`config.mk`:
```
export PLATFORM = sky130hd
export DESIGN_NAME = cpu_boot_ctrl
export DESIGN_NICKNAME = d
export VERILOG_FILES = /design/src/rtl/boot_pkg.sv /design/src/rtl/ram_port_mux.sv /design/src/rtl/cpu_boot_ctrl.sv
export SDC_FILE = /design/constraint.sdc
export NUM_CORES = 1
export LEC_CHECK = 0
export BUFFER_PORTS_ARGS = -buffer_cell sky130_fd_sc_hd__buf_2
export CAP_MARGIN = 20
export CORE_ASPECT_RATIO = 0.7
export CORE_MARGIN = 10
export CORE_UTILIZATION = 55
export DETAILED_ROUTE_END_ITERATION = 10
export GPL_TIMING_DRIVEN = 0
export PLACE_DENSITY = 0.79
export SETUP_SLACK_MARGIN = 0.15
export SLEW_MARGIN = 40
export SYNTH_ARGS = -nofsm -noshare
export SYNTH_HDL_FRONTEND = slang
export SYNTH_HIERARCHICAL = 1
export SYNTH_SLANG_ARGS = --single-unit
```
`constraint.sdc`:
```
create_clock -name clk -period 4.8 [get_ports clk]
set_clock_uncertainty 0.15 [all_clocks]
set_input_delay 0 -clock clk [delete_from_list [all_inputs] [get_ports clk]]
set_output_delay 0 -clock clk [all_outputs]
set_load 0.005 [all_outputs]
```
`src/rtl/boot_pkg.sv`:
```
// Shared definitions for the CPU boot/program-load controller.
//   boot_state_e : 3-bit controller state encoding (IDLE=0 .. ERROR=6)
//   ERR_*        : error_code values reported on cpu_boot_ctrl.error_code
package boot_pkg;

    typedef enum logic [2:0] {
        ST_IDLE   = 3'd0,
        ST_LOAD   = 3'd1,
        ST_VERIFY = 3'd2,
        ST_DRAIN  = 3'd3,
        ST_CHECK  = 3'd4,
        ST_RUN    = 3'd5,
        ST_ERROR  = 3'd6
    } boot_state_e;

    localparam logic [1:0] ERR_NONE = 2'b00;
    localparam logic [1:0] ERR_OVF  = 2'b01;
    localparam logic [1:0] ERR_CSUM = 2'b10;

endpackage

```
`src/rtl/ram_port_mux.sv`:
```
// Single-port RAM ownership mux: the CPU drives the RAM port while sel_cpu_i
// is high, otherwise the boot controller does. Purely combinational.
//   sel_cpu_i                : 1 = CPU owns the port
//   cpu_we_i/addr_i/data_i   : CPU-side request
//   ctl_we_i/addr_i/data_i   : controller-side request
//   ram_we_o/addr_o/data_o   : to blram
module ram_port_mux #(
    parameter int SIZE = 10
) (
    input  logic            sel_cpu_i,
    input  logic            cpu_we_i,
    input  logic [SIZE-1:0] cpu_addr_i,
    input  logic [31:0]     cpu_data_i,
    input  logic            ctl_we_i,
    input  logic [SIZE-1:0] ctl_addr_i,
    input  logic [31:0]     ctl_data_i,
    output logic            ram_we_o,
    output logic [SIZE-1:0] ram_addr_o,
    output logic [31:0]     ram_data_o
);

    always_comb begin
        if (sel_cpu_i) begin
            ram_we_o   = cpu_we_i;
            ram_addr_o = cpu_addr_i;
            ram_data_o = cpu_data_i;
        end else begin
            ram_we_o   = ctl_we_i;
            ram_addr_o = ctl_addr_i;
            ram_data_o = ctl_data_i;
        end
    end

endmodule

```
`src/rtl/cpu_boot_ctrl.sv`:
```
// Boot/program-load controller between SimpleCPU, a program-load stream and
// the single-port blram. Holds the CPU in reset while an image is written from
// address 0, reads it back to compare checksums, then hands the RAM port to
// the CPU and releases its reset.
//   clk, rst_n                       : clock, async active-low reset
//   load_start/valid/data/last/ready : program-load stream
//   cpu_wrEn/addr/data               : CPU RAM request (passed through in RUN)
//   ram_wrEn/addr/data, ram_rdata    : blram port (1-cycle read latency)
//   cpu_rst, running                 : CPU reset (registered) and RUN flag
//   error, error_code, word_count    : status
//
// state  | meaning
// -------+--------------------------------------------------------------
// IDLE   | after reset, CPU held in reset, waiting for load_start
// LOAD   | accepting words, writing them to RAM at wptr, summing into wsum
// VERIFY | issuing read addresses 0..word_count-1, summing returned data
// DRAIN  | collecting the last read word still in flight
// CHECK  | comparing read-back sum against write sum
// RUN    | CPU owns RAM and is out of reset
// ERROR  | overflow or checksum mismatch, CPU held in reset
module cpu_boot_ctrl
    import boot_pkg::*;
#(
    parameter int SIZE  = 10,
    parameter int DEPTH = 1024
) (
    input  logic            clk,
    input  logic            rst_n,
    input  logic            load_start,
    input  logic            load_valid,
    input  logic [31:0]     load_data,
    input  logic            load_last,
    output logic            load_ready,
    input  logic            cpu_wrEn,
    input  logic [SIZE-1:0] cpu_addr,
    input  logic [31:0]     cpu_data,
    output logic            ram_wrEn,
    output logic [SIZE-1:0] ram_addr,
    output logic [31:0]     ram_data,
    input  logic [31:0]     ram_rdata,
    output logic            cpu_rst,
    output logic            running,
    output logic            error,
    output logic [1:0]      error_code,
    output logic [SIZE:0]   word_count
);

    localparam logic [SIZE:0]   DEPTH_W = (SIZE+1)'(DEPTH);
    localparam logic [SIZE:0]   ONE_W   = (SIZE+1)'(1);
    localparam logic [SIZE-1:0] ONE_P   = SIZE'(1);

    boot_state_e     state_q, state_d;
    logic [SIZE:0]   word_count_q, word_count_d;
    logic [SIZE-1:0] rptr_q, rptr_d;
    logic [31:0]     wsum_q, wsum_d;
    logic [31:0]     rsum_q, rsum_d;
    logic [1:0]      err_q, err_d;
    logic            rd_vld_q, rd_vld_d;
    logic            cpu_rst_q;

    logic            ctl_we;
    logic [SIZE-1:0] ctl_addr;
    logic [31:0]     ctl_data;

    always_comb begin
        state_d      = state_q;
        word_count_d = word_count_q;
        rptr_d       = rptr_q;
        wsum_d       = wsum_q;
        rsum_d       = rsum_q;
        err_d        = err_q;
        ctl_we       = 1'b0;
        ctl_addr     = '0;
        ctl_data     = '0;
        // Read data trails the issued address by one cycle, including the
        // final word that arrives during DRAIN.
        rd_vld_d     = (state_q == ST_VERIFY) && !load_start;

        if (rd_vld_q) begin
            rsum_d = rsum_q + ram_rdata;
        end

        case (state_q)
            ST_LOAD: begin
                if (load_valid) begin
                    if (word_count_q == DEPTH_W) begin
                        // Image does not fit: the extra word is not written.
                        state_d = ST_ERROR;
                        err_d   = ERR_OVF;
                    end else begin
                        ctl_we       = 1'b1;
                        ctl_addr     = word_count_q[SIZE-1:0];
                        ctl_data     = load_data;
                        wsum_d       = wsum_q + load_data;
                        word_count_d = word_count_q + ONE_W;
                        if (load_last) begin
                            state_d = ST_VERIFY;
                            rptr_d  = '0;
                        end
                    end
                end
            end
            ST_VERIFY: begin
                ctl_addr = rptr_q;
                rptr_d   = rptr_q + ONE_P;
                if ({1'b0, rptr_q} == word_count_q - ONE_W) begin
                    state_d = ST_DRAIN;
                end
            end
            ST_DRAIN: begin
                state_d = ST_CHECK;
            end
            ST_CHECK: begin
                if (rsum_q == wsum_q) begin
                    state_d = ST_RUN;
                end else begin
                    state_d = ST_ERROR;
                    err_d   = ERR_CSUM;
                end
            end
            default: ;
        endcase

        // A new load overrides everything else this cycle; a concurrent
        // load word is dropped rather than written.
        if (load_start) begin
            state_d      = ST_LOAD;
            word_count_d = '0;
            rptr_d       = '0;
            wsum_d       = '0;
            rsum_d       = '0;
            err_d        = ERR_NONE;
            ctl_we       = 1'b0;
            ctl_addr     = '0;
            ctl_data     = '0;
        end
    end

    always_ff @(posedge clk or negedge rst_n) begin
        if (!rst_n) begin
            state_q      <= ST_IDLE;
            word_count_q <= '0;
            rptr_q       <= '0;
            wsum_q       <= '0;
            rsum_q       <= '0;
            err_q        <= ERR_NONE;
            rd_vld_q     <= 1'b0;
            cpu_rst_q    <= 1'b1;
        end else begin
            state_q      <= state_d;
            word_count_q <= word_count_d;
            rptr_q       <= rptr_d;
            wsum_q       <= wsum_d;
            rsum_q       <= rsum_d;
            err_q        <= err_d;
            rd_vld_q     <= rd_vld_d;
            cpu_rst_q    <= (state_d != ST_RUN);
        end
    end

    ram_port_mux #(.SIZE(SIZE)) u_mux (
        .sel_cpu_i  (state_q == ST_RUN),
        .cpu_we_i   (cpu_wrEn),
        .cpu_addr_i (cpu_addr),
        .cpu_data_i (cpu_data),
        .ctl_we_i   (ctl_we),
        .ctl_addr_i (ctl_addr),
        .ctl_data_i (ctl_data),
        .ram_we_o   (ram_wrEn),
        .ram_addr_o (ram_addr),
        .ram_data_o (ram_data)
    );

    assign load_ready = (state_q == ST_LOAD);
    assign running    = (state_q == ST_RUN);
    assign error      = (state_q == ST_ERROR);
    assign error_code = err_q;
    assign word_count = word_count_q;
    assign cpu_rst    = cpu_rst_q;

endmodule

```
== Word-level counts from Yosys, hierarchy flattened ==
Cells that the tools add are included.

* Bits of input ports: 112
* Register bits: 92
* Logic and storage cells: 81
* Output and inout port bits: 60

* Reductions and logical operators: 10
* $add $sub $neg: 5
* Multiplexer cells: 42
* Eq/ne operators: 16

{| class="wikitable"
|+ Operators with widths
! kind !! count
|-
| 32-bit two-way mux || 11
|-
| 10-bit two-way mux || 8
|-
| 32-bit adder || 2
|-
| 11-bit two-way mux || 4
|-
| 10-bit one-hot mux with 2 select lines || 2
|-
| 32-bit equality test || 1
|-
| 3-bit two-way mux || 5
|-
| 3-bit != test (second input constant) || 5
|-
| 3-bit one-hot mux with 4 select lines || 1
|-
| 11-bit by 1-bit adder with 11-bit output (second input constant) || 1
|-
| 10-bit by 11-bit equality test with 1-bit output || 1
|-
| 11-bit equality test (second input constant) || 1
|-
| 11-bit by 1-bit subtractor with 11-bit output (second input constant) || 1
|-
| 10-bit by 1-bit adder with 10-bit output (second input constant) || 1
|-
| 2-bit two-way mux || 5
|-
| 3-bit equality test (second input constant) || 3
|-
| 4-bit AND reduction || 2
|-
| 3-bit by 2-bit equality test with 1-bit output (second input constant) || 2
|-
| 2-bit nonzero test || 3
|-
| 3-bit nonzero test || 2
|-
| 1-bit two-way mux || 5
|-
| 2-bit one-hot mux with 2 select lines || 1
|-
| 3-bit by 1-bit equality test with 1-bit output (second input constant) || 1
|-
| 3-bit by 2-bit != test with 1-bit output (second input constant) || 1
|-
| 4 further kinds || 4
|}

== Longest topological paths before layout ==
* Depth after elaboration: 6
* Gate-level depth with buffers: 11
* Gate-level depth less buffers: 11

== Cells and area by module ==
The synthesis kept the hierarchy.

{| class="wikitable"
|+ Modules (own cells, without submodules)
! module !! seq. area each (um^2) !! instances !! area an instance (um^2) !! cells each
|-
| cpu_boot_ctrl || 2,303.5 || 1 || 8,096.5 || 977
|-
| ram_port_mux || 0.0 || 1 || 725.7 || 48
|}

== Worst setup path before layout ==
Ideal clock, no wire load.

* Path kind: register to register
* From: reg rsum_q[0]
* To: reg rsum_q[28]
* Period minus slack after synthesis: 3.057 ns
* Library setup time: 0.124 ns
* Arrival: 2.783 ns
* Buffers on the path: 0
* Cell stages (with the launch flop): 12
* Path slack: 1.743 ns
* Required time: 4.526 ns
* Path through: dfrtp_1 > ha_1 > fa_1 > a21o_1 > a21o_1 > a211o_1 > a22o_1 > nand3_1 > a21boi_1 > o21ai_0 > mux2_2 > a211o_1

* Cells in the longest elaborated chain, start to end: 3

{| class="wikitable"
|+ Ends and longest elaborated chain
! element !! line !! text
|-
| start, declared || cpu_boot_ctrl.sv:56 || <nowiki>logic [31:0] rsum_q, rsum_d;</nowiki>
|-
| start signal, assigned || cpu_boot_ctrl.sv:154 || <nowiki>rsum_q <= rsum_d;</nowiki>
|-
| 32-bit adder || cpu_boot_ctrl.sv:80 || <nowiki>rsum_d = rsum_q + ram_rdata;</nowiki>
|-
| 32-bit two-way mux || cpu_boot_ctrl.sv:79 || <nowiki>if (rd_vld_q) begin</nowiki>
|-
| 32-bit two-way mux || cpu_boot_ctrl.sv:126 || <nowiki>if (load_start) begin</nowiki>
|}

No other way between the ends. The select of a mux whose other input is x is not followed.
A chain may end at the register's enable or synchronous reset.

== Final worst setup path ==
* From: reg word_count_q[2] (netlist: word_count[2])
* To: out ram_data[3]

* Cells in the longest elaborated chain, start to end: 6

{| class="wikitable"
|+ Ends and longest elaborated chain
! element !! line !! text
|-
| start, declared || cpu_boot_ctrl.sv:53 || <nowiki>logic [SIZE:0] word_count_q, word_count_d;</nowiki>
|-
| start signal, assigned || cpu_boot_ctrl.sv:151 || <nowiki>word_count_q <= word_count_d;</nowiki>
|-
| 11-bit equality test || cpu_boot_ctrl.sv:86 || <nowiki>if (word_count_q == DEPTH_W) begin</nowiki>
|-
| 32-bit two-way mux || cpu_boot_ctrl.sv:86 ||
|-
| 32-bit two-way mux || cpu_boot_ctrl.sv:85 || <nowiki>if (load_valid) begin</nowiki>
|-
| 32-bit two-way mux || cpu_boot_ctrl.sv:83 || <nowiki>case (state_q)</nowiki>
|-
| 32-bit two-way mux || cpu_boot_ctrl.sv:126 ||
|-
| via ctl_data[3] || cpu_boot_ctrl.sv:63 || <nowiki>logic [31:0] ctl_data;</nowiki>
|-
| 32-bit two-way mux || ram_port_mux.sv:23 || <nowiki>if (sel_cpu_i) begin</nowiki>
|-
| end, declared || cpu_boot_ctrl.sv:39 || <nowiki>output logic [31:0] ram_data,</nowiki>
|}

The timed path passes the listed nets, and every way through them passes these cells.

==> results.toml <==
[sta]
setup_viol = 0
hold_slack_ns = -0.0215
timing.fmax_mhz = 275
hold_violations = 13
finalCritPeriodShare_pct = 75.7
rsz0062_at_grt = "false"
finalSetupTns_ns = 0
relSlewSlack_pct = 45.6
finalMaxSlewViolations = 0
worst_pin_slew_ns = 0.811
finalCriticalPeriod_ns = 3.63

[global_routing]
grtUsageMet2_pct = 35.2
grt_max_degree = 50
grt_use_total_pct = 25.1
overflow = 0
grt_pass1_wl_um = 44000
grt_pass1_vias = 8318
antenna_found_initial = 0
grt_busiest_layer = "met1"
met3_usage_pct = 7.30
grtUsageMet1_pct = 37.4

[routing]
drc = 0
wl_per_cell_um = 19.3
wirelength_um = 27400
ant_nets = 0
via_count = 8575
drt_first_pass_iters = 7
drtIter0Drc = 920
vias_per_cell = 6.04

[synthesis]
yosysTopAreaCell = "dfrtp_1"
avgSynthCellArea_um2 = 8.61
synthCells = 1025
yosys_register_bits = 92
synth_edf_count = 0
synthesis.area_um2 = 8820
synth_ff_type = "dfrtp_1"
synth_cell_types = 71
postSynth.asyncResetShare_pct = 100
synth.area.top_cells = "dfrtp_1 (26%), ha_1 (9.2%), xnor2_1 (7.0%), mux2_4 (6.8%), a21oi_1 (4.2%)"
syn_nets = 1204
yosysSeqAreaShare_pct = 26.1
yosys_warnings = 6
synth_top_area_share_pct = 25.8

[setup_path]
reg2reg_slack_ns = 1.38
cp_max_fo = 10
cp-start-kind = "register"
required_ns = 4.65
reg2regPathDepth = 11
end_kind = "output port"
cp.arrival_ns = 3.48
worstReg2RegEnd = "rsum_q[28]"
cpPeakStageDelay_ns = 0.37
path_cells = "clkbuf_1, nor4_1, nand2_1, nor3_2, and3_1, or3_1, inv_1, clkbuf_1, and2_1, mux2_4, buf_2"
crit_type = "reg2out"
cp_slowest_cell = "dfrtp_1"
r2r_start = "rsum_q[0]"
cp_common_cell = "clkbuf_1"

[power]
p_total_mw = 2.64
irDropWorstVdd_mv = 0.209
power.leakage_nw = 5.11
power.density_nw_per_um2 = 256

[cts]
clock_latency_ns = 0.35
clockBufferDepth = 2
path_clk_slew_ns = 0.07
clkSinkCount = 92
htree_levels = 3
numCtsBuffers = 9
cts_setup_buffers = 0
cts_tree = "built"
post_cts_resized = 0
root_buffer = "clkbuf_16"
ctsHoldBuffers = 7

[floorplan]
dieArea_um2 = 21600
num_rows = 38
initial_core_util_pct = 56.6
coreArea_um2 = 15600
die_w_um = 171
die_h_um = 126
io_pins = 172

[job]
maxCapViolations = 0

[layout]
syn2layout_area_growth_pct = 16.9
n_antenna_cell = 0
fin_nets = 1394
final_layout_size_suffix_gt1_share_pct = 20.8
final_cells = 1420

[outcome]
outcome = "complete, but fails checks"
failed_checks = "negative hold slack"

[placed_design]
io_buffers = 171
dp_hpwl_um = 22000
gp_congestion = 0.957
post-place-cells = 1397

[min_path]
hold_class = "in2async"
==> final cells by class <==
class | instances | area [um^2]
plain buffers | 51 | 270
clock buffers | 11 | 243
clock inverters | 5 | 35.0
fillers | 1335 | 5290
inverters | 24 | 90.1
multi-input cells | 858 | 6160
flip-flops and latches | 92 | 2300
well taps | 200 | 250
repair buffers | 179 | 960
==> stage by stage <==
step	area (um^2)	setup slack, ns	util (%)	hold WS, ns
final	10300	1.17	66.1	-0.0215
after global routing	10300	0.921	66.1	0.0297
after CTS	10300	1.16	66.1	0.00166
after detailed placement	9960	1.41	63.9	-0.199
after global placement	9930	1.48	63.7	0.144
after floorplan	8820	1.74	-	-0.446
==> cells by family after synthesis <==
| kind of cell | share of synthesized area [%] |
|---|---|
| XOR/XNOR | 9.43 |
| buffers and inverters | 4.08 |
| AND/OR/NAND/NOR | 20.0 |
| flip-flops | 26.1 |
| adder cells (fa/ha/maj) | 9.67 |
| multiplexers | 10.2 |
| AO/OA/AOI/OAI | 20.5 |
==> per-layer routing <==
| layer | wire length [um] | up-vias |
|---|---|---|
| met5 | 0 | - |
| met4 | 278 | 0 |
| met3 | 3220 | 24 |
| met2 | 11100 | 456 |
| met1 | 12800 | 3994 |
| li1 | - | 4101 |
==> cell usage after synthesis (3+ instances only) <==
cell type   n
o22ai_1     6
nand4_1    21
o21ai_0    46
o211ai_1    3
o21a_1      4
a41oi_1     4
mux2_4     40
a211o_1     6
nand3b_1   14
xor2_1     24
mux2_2      4
a21o_1     46
a21boi_0    4
buf_12      4
nor3_1     15
or3_1       6
nor4_1      4
buf_2       5
and3_1     16
nand2b_1   11
a22oi_1    12
nor3b_1     8
xnor2_1    71
a22o_1      3
mux2i_1    24
a211oi_1   14
ha_1       65
a311o_1     3
clkbuf_1   39
nand3_1    22
o21bai_1   14
nand2_1    82
and2_1     37
dfrtp_1    91
a21oi_1    74
nor2b_1     7
a31oi_1     9
inv_1      24
o31ai_1     4
nor2_1     98
==> worst max path at each step <==
stage / to / cells after the start / slack (ns) / from
floorplan: rsum_q[28] / 11 / 1.74 / rsum_q[0]
global placement: rsum_q[28] / 11 / 1.48 / rsum_q[0]
detailed placement: rsum_q[28] / 11 / 1.41 / rsum_q[0]
CTS: ram_data[3] / 12 / 1.16 / word_count[0]
global route: ram_data[21] / 11 / 0.92 / word_count[2]
finish: ram_data[3] / 11 / 1.17 / word_count[2]
==> report_power, final <==
part	leakage (nW)	internal, mW	switching [mW]
clock	0.136	0.367	0.311
sequential	1.26	0.830	0.0825
combinational	3.71	0.470	0.583
total	5.11	1.67	0.976
==> cells in the final DEF, fill, tap and decap left out, types with 7 or more instances in the layout <==
cell             n
nand4_1         21
nand2b_1        11
nand3b_1        14
nor3b_1          8
clkbuf_16        9
a31oi_1          9
o21bai_1        14
and2_1          37
a211oi_1        14
xnor2_1         71
nor3_1          15
nor2b_1          7
o21ai_0         45
a21oi_1         74
nor2_1          98
and3_1          16
mux2_4          40
a22oi_1         12
dfrtp_1         91
dlygate4sd3_1    7
inv_1           24
xor2_1          24
nand3_1         22
clkbuf_1        40
nand2_1         82
buf_2          175
mux2i_1         24
a21o_1          46
ha_1            65
==> worst max-delay path: cells and delay by family, from the launching register on <==
family	cells	cell delay [ns]
buf+inv	4	0.85
mux	1	0.26
flops	1	0.37
simple gates	6	1.65
==> state kept, by name, indices dropped and copies added (netlist names) <==
signal	flops
rsum_q	32
wsum_q	32
word_count	11
rptr_q	10
state_q	3
error_code	2
cpu_rst	1
rd_vld_q	1
(Power assumes the default switching activity.)
